File: config.mk
export PLATFORM = sky130hd
export DESIGN_NAME = imm_gen_stage
export DESIGN_NICKNAME = d
export VERILOG_FILES = /design/src/rtl/imm_gen_stage.sv
export SDC_FILE = /design/constraint.sdc
export NUM_CORES = 1
export LEC_CHECK = 0
export ABC_CLOCK_PERIOD_IN_PS = 5200
export BUFFER_PORTS_ARGS = -buffer_cell sky130_fd_sc_hd__buf_2
export CAP_MARGIN = 10
export CORE_ASPECT_RATIO = 1.4
export CORE_MARGIN = 2
export CORE_UTILIZATION = 51
export DETAILED_ROUTE_END_ITERATION = 10
export GPL_ROUTABILITY_DRIVEN = 0
export PLACE_DENSITY_LB_ADDON = 0.05
export SYNTH_ARGS = -nofsm -noshare
export SYNTH_HDL_FRONTEND = slang
export SYNTH_SLANG_ARGS = --single-unit
File: constraint.sdc
create_clock -name clk -period 5.2 [get_ports clk]
set_clock_uncertainty 0.05 [all_clocks]
set_input_delay 1.56 -clock clk [delete_from_list [all_inputs] [get_ports clk]]
set_output_delay 1.56 -clock clk [all_outputs]
set_load 0.1 [all_outputs]
File: src/rtl/imm_gen_stage.sv
// imm_gen_stage: RV32IM field/immediate decode stage with a small output FIFO.
// Each accepted instruction word is decoded (format, sign-extended immediate,
// illegal flag) and written to the FIFO tail; the head entry drives the outputs.
// Ports:
//   clk, rst        clock, asynchronous active-high reset
//   flush           synchronous discard of all buffered entries
//   in_valid/in_ready/ins             input handshake and raw instruction
//   out_valid/out_ready               output handshake on the FIFO head
//   opcode, rd, funct3, rs1, rs2, funct7   raw slices of the head word
//   imm, fmt, illegal                 decoded head entry
// Optional feature: define IMM_GEN_ILLEGAL_CHECK_EN to flag unlisted opcodes
// as fmt=ILL/illegal=1; otherwise they decode as fmt=R with illegal tied 0.
module imm_gen_stage #(
  parameter int unsigned XLEN      = 32,
  parameter int unsigned BUF_DEPTH = 2
) (
  input  logic            clk,
  input  logic            rst,
  input  logic            flush,
  input  logic            in_valid,
  output logic            in_ready,
  input  logic [31:0]     ins,
  output logic            out_valid,
  input  logic            out_ready,
  output logic [6:0]      opcode,
  output logic [4:0]      rd,
  output logic [2:0]      funct3,
  output logic [4:0]      rs1,
  output logic [4:0]      rs2,
  output logic [6:0]      funct7,
  output logic [XLEN-1:0] imm,
  output logic [2:0]      fmt,
  output logic            illegal
);

  localparam int unsigned PW = (BUF_DEPTH > 1) ? $clog2(BUF_DEPTH) : 1;
  localparam int unsigned CW = $clog2(BUF_DEPTH + 1);

  localparam logic [2:0] FMT_R   = 3'd0;
  localparam logic [2:0] FMT_I   = 3'd1;
  localparam logic [2:0] FMT_S   = 3'd2;
  localparam logic [2:0] FMT_B   = 3'd3;
  localparam logic [2:0] FMT_U   = 3'd4;
  localparam logic [2:0] FMT_J   = 3'd5;
  localparam logic [2:0] FMT_ILL = 3'd7;

  typedef struct packed {
    logic [31:0]     word;
    logic [XLEN-1:0] imm;
    logic [2:0]      fmt;
    logic            illegal;
  } entry_t;

  entry_t          mem [BUF_DEPTH];
  entry_t          dec_c;
  entry_t          head;
  logic [PW-1:0]   wr_ptr;
  logic [PW-1:0]   rd_ptr;
  logic [CW-1:0]   count;
  logic            accept;
  logic            pop;
  logic [31:0]     imm32_c;

  // Handshake flags come from the occupancy register only.
  assign in_ready  = (count != CW'(BUF_DEPTH));
  assign out_valid = (count != CW'(0));
  assign accept    = in_valid & in_ready;
  assign pop       = out_valid & out_ready;

  // Combinational decode of the incoming word.
  always_comb begin
    dec_c         = '0;
    imm32_c       = 32'd0;
    dec_c.word    = ins;
    dec_c.fmt     = FMT_R;
    dec_c.illegal = 1'b0;
    case (ins[6:0])
      7'b0110011: dec_c.fmt = FMT_R;
      7'b0010011, 7'b0000011, 7'b1100111,
      7'b1110011, 7'b0001111: dec_c.fmt = FMT_I;
      7'b0100011: dec_c.fmt = FMT_S;
      7'b1100011: dec_c.fmt = FMT_B;
      7'b0110111, 7'b0010111: dec_c.fmt = FMT_U;
      7'b1101111: dec_c.fmt = FMT_J;
      default: begin
`ifdef IMM_GEN_ILLEGAL_CHECK_EN
        dec_c.fmt     = FMT_ILL;
        dec_c.illegal = 1'b1;
`else
        dec_c.fmt     = FMT_R;
`endif
      end
    endcase
    case (dec_c.fmt)
      FMT_I:   imm32_c = {{20{ins[31]}}, ins[31:20]};
      FMT_S:   imm32_c = {{20{ins[31]}}, ins[31:25], ins[11:7]};
      FMT_B:   imm32_c = {{19{ins[31]}}, ins[31], ins[7], ins[30:25], ins[11:8], 1'b0};
      FMT_U:   imm32_c = {ins[31:12], 12'b0};
      FMT_J:   imm32_c = {{11{ins[31]}}, ins[31], ins[19:12], ins[20], ins[30:21], 1'b0};
      default: imm32_c = 32'd0;
    endcase
    // Signed size cast extends from bit 31 when XLEN is 64.
    dec_c.imm = XLEN'($signed(imm32_c));
  end

  // FIFO pointers and occupancy; flush wins over same-cycle accept/pop.
  always_ff @(posedge clk or posedge rst) begin
    if (rst) begin
      wr_ptr <= '0;
      rd_ptr <= '0;
      count  <= '0;
    end else if (flush) begin
      wr_ptr <= '0;
      rd_ptr <= '0;
      count  <= '0;
    end else begin
      if (accept) wr_ptr <= PW'(wr_ptr + 1'b1);
      if (pop)    rd_ptr <= PW'(rd_ptr + 1'b1);
      case ({accept, pop})
        2'b10:   count <= CW'(count + 1'b1);
        2'b01:   count <= CW'(count - 1'b1);
        default: count <= count;
      endcase
    end
  end

  // Entry storage; cleared on reset so head outputs read 0 under reset.
  always_ff @(posedge clk or posedge rst) begin
    if (rst) begin
      for (int i = 0; i < int'(BUF_DEPTH); i++) mem[i] <= '0;
    end else if (accept && !flush) begin
      mem[wr_ptr] <= dec_c;
    end
  end

  // Head entry drives the outputs; fields are raw slices of the stored word.
  assign head    = mem[rd_ptr];
  assign opcode  = head.word[6:0];
  assign rd      = head.word[11:7];
  assign funct3  = head.word[14:12];
  assign rs1     = head.word[19:15];
  assign rs2     = head.word[24:20];
  assign funct7  = head.word[31:25];
  assign imm     = head.imm;
  assign fmt     = head.fmt;
  assign illegal = head.illegal;

endmodule

==> metrics.md <==
| Metric | Value |
|---|---|
| Placed cell area | 0.007277 mm^2 |
| EDFF count, synth | 0 |
| WS Path Type | in -> reg |
| Seq/Total Area, Yosys | ~52% |
| Slew headroom | 24.50% |
| Fin area | 0.007891 mm^2 |
| Ant diodes | 0 |
| First-pass GRT wire length | 27430 um |
| RSZ-0062 raised after global routing | no |
| CTS root buf | clkbuf_16 |
| Register area | between 0.003 and 0.004 mm^2 |
| Largest net degree at the start of global routing | 85 |
| Leak | 0.004047 uW |
| FILL cells | 1128 |
| CP Max Fanout | 15 |
| Final TNS setup | 0 ps |
| Vias per cell | approximately 5.7 |
| Clk sink count | 138 |
| Leading cell types by total area after synthesis | dfrtp_1 52%, nand2_1 13%, mux2_2 12% |
| Worst slew pin tran | between 1000 and 1500 ps |
| Outcome | finished clean |
| DR DRC count | 0 |
| Most frequent cells in the layout | 236 x nand2_1, 137 x dfrtp_1, 105 x buf_2, 69 x mux2_2, 31 x nor2_1 |
| Routed wire per std cell | 18.16 um |
| Hold Path Class | reg -> reg |
| NumNets Final | 793 |
| Setup repair bufs after CTS | 0 |
| Final Max Tran Viols | 0 |
| Post-route ant nets | 0 |
| Multi-input logic area | 0.002990 mm^2 |
| Core box area | 0.01281 mm^2 |
| Worst skew pair latency | 410 ps |
| Crit start category | primary input |
| Cts hold-fix bufs | 0 |
| Worst vdd ir | roughly 0.27 mV |
| Max H-tree Level | 4 |
| Min cycle time layout | 4096 ps |
| Yosys warnings | 0 |
| Period utilization | between 70% and 80% |
| Starting DRT DRC Count | 215 |
| Antenna violations before repair | 0 |
| Vias in the first global route | between 5000 and 6000 |
| DIE AREA | 0.01406 mm^2 |
| Synth unique cells | just under 50 |
| Setup crit end kind | flop |
| Die span in y | 139.5 um |
| CTS tree | yes |
| Crit path DAT | 4370 ps |
| Hold Fails Final Rpt | 0 |
| FFs w/ async S/R, synth | 100.0% |
| Top achievable clock speed | approximately 240 MHz |
| I/O pins | 107 |
| Commonest non-fill, non-tap cell in the layout | nand2_1 |
| Final wirelength | 16720 um |
| Post_cts resized | 0 |
| Main synth FF type | dfrtp_1 |
| Max Buffers Root-to-Sink | 2 |
| Data required, critical path | 5480 ps |
| Synthesized area per cell | 9.969 um^2 |
| Synthesized instance count | 671 |
| FP Rows | 49 |
| Top-area cell type share of the netlist area | 51.63% |
| Clock-pin slew on the worst setup and hold paths | 60 ps |
| Layout area overhead | 17.98% |
| Vias | around 5200 |
| Share of cells above drive strength 1 | 31.51% |
| PD cells | 473.1 mW/mm^2 |
| Cell taking the most area after synthesis | dfrtp_1 |
| Overall die width | 100.8 um |
| Synthesis-stage register bit count | 138 |
| GRT Resource Usage Total | roughly a quarter |
| MaxCap Viol Count | 0 |
| Count of input and output buffers | between 100 and 150 |
| First-pass DRT Iterations | 5 |
| # setup viols final | 0 |
| DP Wirelength | 10940 um |
| Grt ovf | 0 |
| Mapped cell area | 0.006689 mm^2 |
| Synthesized Nets | 709 |
| Num CTS Buffers | 17 |
| Initial Util | a little over half |
[cells in the mapped netlist (2+ instances only)]
cell type and number:
a211oi_1 11, a211oi_2 14, a21oi_1 4, a221o_1 16, a22o_1 17, a31oi_2 2, and2_1 3, and3_1 2
and4b_1 3, buf_1 10, buf_2 13, buf_6 4, clkbuf_1 21, dfrtp_1 138, inv_1 5, mux2_2 69
nand2_1 236, nand2b_1 2, nand4b_1 2, nor2_1 31, nor2b_1 2, nor3_1 4, nor3_2 2, nor3b_1 3
o2111a_1 6, o211a_1 4, o211ai_1 2, o21ai_0 22, or3_1 2, xor2_1 2
[stage by stage]
stage / worst slack [ps] / std cells / total power, uW / utilization (%) / hold slack (ps)
floorplan: 1362 / 671 / 2357 / - / 390.1
global placement: 870.9 / 889 / 2489 / 56.79 / 402.2
detailed placement: 681.6 / 889 / 2517 / 56.79 / 406.8
CTS: 1130 / 921 / 3768 / 61.59 / 421.9
global route: 789.2 / 921 / 3886 / 61.59 / 438.8
finish: 1104 / 921 / 3733 / 61.59 / 419.4
[sequential cells by signal, summed over array words and instances, names as in the netlist]
| signal | flops |
|---|---|
| rd_ptr | 1 |
| count | 2 |
| wr_ptr | 1 |
| mem | 134 |
[power breakdown]
part / switching [uW] / leakage, uW / internal, uW
logic: 900 / 0.00196 / 249
clock network: 449 / 0.000291 / 790
registers: 95.0 / 0.00180 / 1250
total: 1440 / 0.00405 / 2290
[path summary, 6_finish.rpt]
kind,from,cells after the start,endpoint,slack [ps]
max,ins[3],9,mem[10],1100
min,mem[113],2,mem[113],420
max reg2reg,count[0],6,mem[73],2660
min reg2reg,mem[113],2,mem[113],420
max in group asynchronous,rst,3,mem[34],2960
min in group asynchronous,rst,3,mem[62],1320
[metal layers]
metal / vias up / track usage [%] / part of all wire [%]
met4: 0 / 7.642 / 1.6
met1: 2589 / 31.97 / 43
li1: 2472 / - / -
met5: - / 0 / 0
met2: 146 / 41.96 / 51
met3: 24 / 4.872 / 4.2
[cell families after synthesis]
| logic type | after synthesis | share of synthesized area [%] |
|---|---|---|
| adder cells (fa/ha/maj) | 1 | 0.1870 |
| AND/OR/NAND/NOR | 299 | 18.52 |
| XOR/XNOR | 3 | 0.3929 |
| buffers and inverters | 54 | 3.779 |
| flip-flops | 138 | 51.63 |
| other | 1 | 0.05606 |
| AO/OA/AOI/OAI | 106 | 13.82 |
| multiplexers | 69 | 11.62 |
[critical path, cell delays in order]
cell and delay (ps):
buf_2 160, nor3b_1 230, o2111a_1 540, inv_1 140, ha_1 640, inv_1 210, o211ai_1 560, nand2_1 140
o21ai_0 180
[final cells by class]
type | instances | area share (%)
Tap cell | 153 | 2.426
Timing Repair Buffer | 114 | 7.833
Sequential cell | 138 | 43.78
Clock buffer | 21 | 5.962
Multi-Input combinational cell | 479 | 37.89
Inverter | 5 | 0.2854
Clock inverter | 11 | 1.823
Power figures use the tool's default switching activity.
